===== config.mk =====
export PLATFORM = sky130hd
export DESIGN_NAME = elc_call_scheduler_flat
export DESIGN_NICKNAME = d
export VERILOG_FILES = /design/src/rtl/elc_pkg.sv /design/src/rtl/elc_call_scheduler_if.sv /design/src/rtl/elc_priority_pick.sv /design/src/rtl/elc_call_scheduler.sv /design/src/flat_wrapper.sv
export SDC_FILE = /design/constraint.sdc
export NUM_CORES = 1
export LEC_CHECK = 0
export ABC_CLOCK_PERIOD_IN_PS = 3300
export BUFFER_PORTS_ARGS = -buffer_cell sky130_fd_sc_hd__buf_2
export CAP_MARGIN = 10
export CORE_MARGIN = 2
export CORE_UTILIZATION = 35
export DETAILED_ROUTE_END_ITERATION = 10
export PLACE_DENSITY_LB_ADDON = 0.05
export SYNTH_ARGS = -nofsm -noshare
export SYNTH_HDL_FRONTEND = slang
export SYNTH_HIERARCHICAL = 1
export SYNTH_SLANG_ARGS = --single-unit

===== constraint.sdc =====
create_clock -name clk -period 3.3 [get_ports clk]
set_input_delay 0.165 -clock clk [delete_from_list [all_inputs] [get_ports clk]]
set_output_delay 0.165 -clock clk [all_outputs]
set_load 0.1 [all_outputs]

===== src/rtl/elc_pkg.sv =====
// Shared definitions for the elevator call scheduler: default sizing,
// scheduler state encoding and a one-hot test used on the floor indicator.
package elc_pkg;

    localparam int NFLOORS_DEF      = 8;
    localparam int DWELL_CYCLES_DEF = 16;

    typedef enum logic [1:0] {
        IDLE     = 2'd0,
        SELECT   = 2'd1,
        DISPATCH = 2'd2,
        DWELL    = 2'd3
    } elc_state_t;

    // Callers zero-extend narrower floor vectors to 64 bits.
    function automatic logic is_onehot(input logic [63:0] v);
        return (v != 64'd0) && ((v & (v - 64'd1)) == 64'd0);
    endfunction

endpackage


===== src/rtl/elc_call_scheduler_if.sv =====
// Scheduler <-> motion controller link: one-hot target out, one-hot position
// and arrival strobe back.
interface elc_call_scheduler_if #(
    parameter int NFLOORS = 8
);
    logic [NFLOORS-1:0] request_floor;
    logic               req_valid;
    logic [NFLOORS-1:0] current_floor;
    logic               complete;

    modport master (
        output request_floor,
        output req_valid,
        input  current_floor,
        input  complete
    );

    modport slave (
        input  request_floor,
        input  req_valid,
        output current_floor,
        output complete
    );
endinterface


===== src/rtl/elc_priority_pick.sv =====
// One-hot isolation of the lowest (or, with PICK_HIGHEST, highest) set bit.
// The highest-bit mode reverses the vector around the same lowest-bit trick.
module elc_priority_pick #(
    parameter int NFLOORS      = 8,
    parameter bit PICK_HIGHEST = 1'b0
) (
    input  logic [NFLOORS-1:0] vec,
    output logic [NFLOORS-1:0] pick,
    output logic               found
);

    logic [NFLOORS-1:0] src;
    logic [NFLOORS-1:0] low;

    genvar gi;
    generate
        for (gi = 0; gi < NFLOORS; gi++) begin : g_bit
            if (PICK_HIGHEST) begin : g_rev
                assign src[gi]  = vec[NFLOORS-1-gi];
                assign pick[gi] = low[NFLOORS-1-gi];
            end else begin : g_fwd
                assign src[gi]  = vec[gi];
                assign pick[gi] = low[gi];
            end
        end
    endgenerate

    assign low   = src & (~src + NFLOORS'(1));
    assign found = |vec;

endmodule


===== src/rtl/elc_call_scheduler.sv =====
// SCAN call scheduler: latches call buttons, picks the next floor in the
// current sweep direction, dispatches it and holds a door dwell after arrival.
module elc_call_scheduler
    import elc_pkg::*;
#(
    parameter int NFLOORS      = NFLOORS_DEF,
    parameter int DWELL_CYCLES = DWELL_CYCLES_DEF,
    parameter int DWELL_W      = 5
) (
    input  logic               clk,
    input  logic               reset_n,
    input  logic [NFLOORS-1:0] call_btn,
    input  logic               hold,
    elc_call_scheduler_if.master ctrl,
    output logic [NFLOORS-1:0] pending,
    output logic               dwell,
    output logic               sweep_up,
    output logic               floor_fault
);

    elc_state_t         state_reg, state_next;
    logic [NFLOORS-1:0] pending_reg, pending_next, serve_mask;
    logic [NFLOORS-1:0] request_reg, request_next;
    logic               req_valid_reg, req_valid_next;
    logic               sweep_up_reg, sweep_up_next;
    logic               floor_fault_reg;
    logic [DWELL_W-1:0] dwell_cnt_reg, dwell_cnt_next;

    logic [NFLOORS-1:0] cur, above, below, up_pick, dn_pick, pick, retarget_pick;
    logic               up_found, dn_found, pick_found, pick_rev, retarget, fault_now;

    assign cur       = ctrl.current_floor;
    assign fault_now = !is_onehot(64'(cur));
    assign below     = pending_reg & (cur - NFLOORS'(1));
    assign above     = pending_reg & ~(cur | (cur - NFLOORS'(1)));

    elc_priority_pick #(.NFLOORS(NFLOORS), .PICK_HIGHEST(1'b0)) u_pick_up (
        .vec(above), .pick(up_pick), .found(up_found)
    );
    elc_priority_pick #(.NFLOORS(NFLOORS), .PICK_HIGHEST(1'b1)) u_pick_dn (
        .vec(below), .pick(dn_pick), .found(dn_found)
    );

    always_comb begin
        pick       = '0;
        pick_found = 1'b0;
        pick_rev   = 1'b0;
        if (sweep_up_reg) begin
            if (up_found) begin
                pick = up_pick; pick_found = 1'b1;
            end else if (dn_found) begin
                pick = dn_pick; pick_found = 1'b1; pick_rev = 1'b1;
            end
        end else begin
            if (dn_found) begin
                pick = dn_pick; pick_found = 1'b1;
            end else if (up_found) begin
                pick = up_pick; pick_found = 1'b1; pick_rev = 1'b1;
            end
        end
    end

    // One-hot vectors order the same as floor numbers, so a plain compare
    // tells whether the nearest call lies before the current target.
    assign retarget_pick = sweep_up_reg ? up_pick : dn_pick;
    assign retarget      = sweep_up_reg ? (up_found && (up_pick < request_reg))
                                        : (dn_found && (dn_pick > request_reg));

    always_comb begin
        state_next     = state_reg;
        request_next   = request_reg;
        req_valid_next = req_valid_reg;
        sweep_up_next  = sweep_up_reg;
        dwell_cnt_next = dwell_cnt_reg;
        serve_mask     = '0;
        // A bad position indication is caught the cycle it appears and held
        // off until the registered flag has also cleared.
        if (fault_now || floor_fault_reg) begin
            state_next     = IDLE;
            request_next   = '0;
            req_valid_next = 1'b0;
        end else if (!hold) begin
            case (state_reg)
                IDLE: begin
                    if (|(pending_reg & cur)) begin
                        serve_mask     = pending_reg & cur;
                        dwell_cnt_next = DWELL_W'(DWELL_CYCLES);
                        state_next     = DWELL;
                    end else if (pick_found) begin
                        state_next = SELECT;
                    end
                end
                SELECT: begin
                    if (pick_found) begin
                        request_next   = pick;
                        req_valid_next = 1'b1;
                        sweep_up_next  = sweep_up_reg ^ pick_rev;
                        state_next     = DISPATCH;
                    end else begin
                        state_next = IDLE;
                    end
                end
                DISPATCH: begin
                    if (ctrl.complete && (cur == request_reg)) begin
                        serve_mask     = request_reg;
                        request_next   = '0;
                        req_valid_next = 1'b0;
                        dwell_cnt_next = DWELL_W'(DWELL_CYCLES);
                        state_next     = DWELL;
                    end else if (retarget) begin
                        request_next = retarget_pick;
                    end
                end
                DWELL: begin
                    if (dwell_cnt_reg <= DWELL_W'(1)) begin
                        dwell_cnt_next = '0;
                        state_next     = IDLE;
                    end else begin
                        dwell_cnt_next = dwell_cnt_reg - DWELL_W'(1);
                    end
                end
                default: state_next = IDLE;
            endcase
        end
    end

    assign pending_next = (pending_reg | call_btn) & ~serve_mask;

    always_ff @(posedge clk or negedge reset_n) begin
        if (!reset_n) begin
            state_reg       <= IDLE;
            pending_reg     <= '0;
            request_reg     <= '0;
            req_valid_reg   <= 1'b0;
            sweep_up_reg    <= 1'b1;
            floor_fault_reg <= 1'b0;
            dwell_cnt_reg   <= '0;
        end else begin
            state_reg       <= state_next;
            pending_reg     <= pending_next;
            request_reg     <= request_next;
            req_valid_reg   <= req_valid_next;
            sweep_up_reg    <= sweep_up_next;
            floor_fault_reg <= fault_now;
            dwell_cnt_reg   <= dwell_cnt_next;
        end
    end

    assign ctrl.request_floor = request_reg;
    assign ctrl.req_valid     = req_valid_reg;
    assign pending            = pending_reg;
    assign dwell              = (state_reg == DWELL);
    assign sweep_up           = sweep_up_reg;
    assign floor_fault        = floor_fault_reg;

endmodule


===== src/flat_wrapper.sv =====
// flat-port wrapper written by rule: the top's interface ports become plain ports
module elc_call_scheduler_flat import elc_pkg::*;
#(
    parameter int NFLOORS      = NFLOORS_DEF,
    parameter int DWELL_CYCLES = DWELL_CYCLES_DEF,
    parameter int DWELL_W      = 5
)
  (clk, reset_n, call_btn, hold, pending, dwell, sweep_up, floor_fault, ctrl_request_floor, ctrl_req_valid, ctrl_current_floor, ctrl_complete);
  elc_call_scheduler_if #(.NFLOORS(NFLOORS)) ctrl_i ();
  input  logic clk;
  input  logic reset_n;
  input  logic [NFLOORS-1:0] call_btn;
  input  logic hold;
  output logic [NFLOORS-1:0] pending;
  output logic dwell;
  output logic sweep_up;
  output logic floor_fault;
  output wire logic [$bits(ctrl_i.request_floor)-1:0] ctrl_request_floor;
  output wire logic [$bits(ctrl_i.req_valid)-1:0] ctrl_req_valid;
  input wire logic [$bits(ctrl_i.current_floor)-1:0] ctrl_current_floor;
  input wire logic [$bits(ctrl_i.complete)-1:0] ctrl_complete;
  assign ctrl_request_floor = ctrl_i.request_floor;
  assign ctrl_req_valid = ctrl_i.req_valid;
  assign ctrl_i.current_floor = ctrl_current_floor;
  assign ctrl_i.complete = ctrl_complete;
  elc_call_scheduler #(.NFLOORS(NFLOORS), .DWELL_CYCLES(DWELL_CYCLES), .DWELL_W(DWELL_W)) u_core (.clk(clk), .reset_n(reset_n), .call_btn(call_btn), .hold(hold), .ctrl(ctrl_i), .pending(pending), .dwell(dwell), .sweep_up(sweep_up), .floor_fault(floor_fault));
endmodule

==> flow_summary_export.csv <==
group,metric,value,unit
floorplanning,num_rows,31,
drt,routed_wl,7769,µm
synth,syn_inst,285,
global_routing,grt_max_degree,27,
cts,path_clk_slew,0.10,ns
drt,avgRoutedWirePerCell,17.19,µm
setup_path,path_delay_family,"simple AND/OR/NAND/NOR gates",
setup_path,crit_chain,"buf_2, nor3_1, buf_4, nand3_1, ha_1, and2_1, nor4_4, and4b_1, inv_1, ha_1, nand2_1, o311ai_0, o22ai_1, o31ai_2, buf_4, o2bb2ai_1",
cts,cts_setup_buffers,0,
power,total_power,751.0,µW
finish,syn2layout_area_growth,22.31,%
drt,drcViolationCount,0,
power,leakage,0.001387,µW
drt,viasPerCell,5.312,
sta,timing.fmax,0.3283,GHz
global_routing,grtUsageTotal,19.76,%
synth,synth_area_leaders,"dfrtp_1, ha_1, inv_1",
sta,period_needed,3.046,ns
synth,yosys.area.top_type_share,24.10,%
synth,synth_seq_cells,26,
floorplanning,die_y,90.13,µm
cts,cts_made_buffers,3,
job,maxCapViolCount,0,
drt,first_iter_violations,75,
setup_path,start_kind,"input pin",
global_routing,grt_overflow,0,
placement,dp_hpwl,6186,µm
floorplanning,fp.coreArea,7214,µm²
outcome,status,"finished, final reports clean",
finish,final_cells,452,
placement,place.gp.congestion,0.8144,
synth,synth_most_common_cell,"ha_1",
cts,cts_sinks,26,
synth,synthTopCellsByCount,"ha_1, dfrtp_1, inv_1",
setup_path,end_kind,"flip-flop",
global_routing,grt_pass1_wl,12860,µm
sta,slew_violations,0,
setup_path,criticalPathCategory,"in2reg",
setup_path,cp.required,3.52,ns
synth,ys_seq_area_share,25.11,%
power,p_per_area,236.5,nW/µm²
synth,synth_cell_types,65,
sta,worst_slew_margin_rel,56.94,%
finish,area.sequential,651.9,µm²
synth,avgSynthCellArea,9.110,µm²
sta,worst_slack,0.2543,ns
global_routing,antenna_found_initial,0,
floorplanning,dieArea,8123,µm²
synth,syn_area,2596,µm²
global_routing,grt_pass1_vias,2407,
synth,synth_flop_cell,"dfrtp_1",
placement,post-place-ws,-0.1422,ns
finish,fin_nets,406,
floorplanning,ios,40,
placement,dpl_cell_area,3083,µm²
floorplanning,start_util,35.99,%
sta,skew,0.003862,ns
placement,portBuffers,39,
sta,fin_crit_sh,92.29,%
cts,cts_root_buffer,"clkbuf_8",
cts,h-tree-depth,1,
finish,drive_gt1_share,27.48,%
finish,n_fill_cell,731,
floorplanning,die_w,90.13,µm
finish,finalInstanceArea,3176,µm²
synth,synth_edf_count,0,
finish,diodes,0,
drt,via_count,2401,
hold_path,min-delay-path-class,"in2reg",
finish,multiInputGateArea,1831,µm²
synth,yosysTopAreaCell,"dfrtp_1",
setup_path,path_max_fanout,8,
sta,tightest_slew,0.6459,ns
drt,first_pass_iters,4,
sta,setup_viol,0,
sta,rsz0062_at_grt,"false",
synth,ys_warn_count,6,
placement,dp.cells,447,
drt,drtAntennaViolNets,0,
setup_path,path_buf_inv,4,
setup_path,cp_slowest_cell,"nor4_4",
setup_path,crit_arrival,3.26,ns
cts,cts_tree,"built",
cts,cts_buffer_depth,2,
sta,hold_violations,0,
cts,clk_latency,0.29,ns
synth,async_flop_share,100.0,%
setup_path,slowest_delay,0.38,ns
power,ir_worst_vdd,0.1444,mV
routing by layer:
layer  GRT usage [%]  vias to the layer above  part of all wire, %  wire (µm)
li1                -                     1192                    -          -
met5               0                        -                    0          0
met2           31.27                       64                   45       3503
met4           6.538                        0                  2.2        172
met1           28.24                     1131                   48       3765
met3           1.928                       14                  4.2        328
placed cells by master, fill, tap and decap left out, types with 9 or more instances in the layout:
cell type | Yosys | final
a21oi_1 | 15 | 15
and2_1 | 14 | 14
buf_2 | 1 | 39
buf_4 | 2 | 27
dfrtp_1 | 25 | 25
ha_1 | 32 | 32
inv_1 | 24 | 24
nand2_1 | 21 | 21
nor2_1 | 17 | 17
xnor2_1 | 9 | 9
worst register-to-register path, stage by stage (launching register included):
cell and delay, ns:
dfrtp_1 0.46, and2_1 0.22, nor4_4 0.38, and4b_1 0.29, inv_1 0.05, ha_1 0.26, nand2_1 0.05, o311ai_0 0.35
o22ai_1 0.17, o31ai_2 0.20, buf_4 0.19, o2bb2ai_1 0.12
path summary, 6_finish.rpt:
check	to	cells after the start	start	slack, ns
hold reg to reg	u_core/dwell_cnt_reg[1]	2	u_core/dwell_cnt_reg[1]	0.54
min in group asynchronous	u_core/pending[1]	2	reset_n	0.43
setup / recovery	u_core/ctrl.request_floor[5]	16	ctrl_current_floor[1]	0.25
setup reg to reg	u_core/ctrl.request_floor[5]	11	u_core/pending[5]	0.48
max in group asynchronous	u_core/ctrl.request_floor[7]	2	reset_n	2.46
hold / removal	u_core/pending[7]	3	call_btn[7]	0.16
stage by stage:
| stage | util (%) | hold slack (ns) | setup TNS (ns) |
|---|---|---|---|
| 3_5_place_dp | 42.73 | 0.2426 | -1.099 |
| 2_1_floorplan | - | -0.1306 | 0 |
| 6_report | 44.02 | 0.1610 | 0 |
| 4_1_cts | 43.86 | 0.1505 | 0 |
| 5_1_grt | 44.02 | 0.1827 | 0 |
| 3_3_place_gp | 42.73 | 0.2387 | -0.7960 |
logic make-up after synthesis:
logic type                 synth area share (%)
and+or+nand+nor                           25.98
other                                    0.1444
muxes                                     3.084
adders and majority gates                 15.42
DFF                                       25.11
AOI/OAI and AO/OA                         21.83
buffers and inverters                     5.397
xor gates and xnor gates                  3.036
report_power, final:
group	internal [µW]	switching (µW)	total (µW)
sequential	319	0.822	320
clock	163	120	283
combinational	64.2	83.7	148
total	546	205	751
layout make-up:
class,count,share of cell area (%)
clock buffer,3,1.300
clock inverter,1,0.9456
inverter,24,2.837
multi-input combinational,232,57.64
sequential,26,20.53
tap,99,3.901
timing repair buffer,67,12.84
timing repair:
action,4_1_cts,5_1_grt
hold buffers,1,0
resized for setup,0,3
endpoints found under the hold margin,25,0
setup endpoints to repair,0,8
Power figures use the tool's default switching activity.
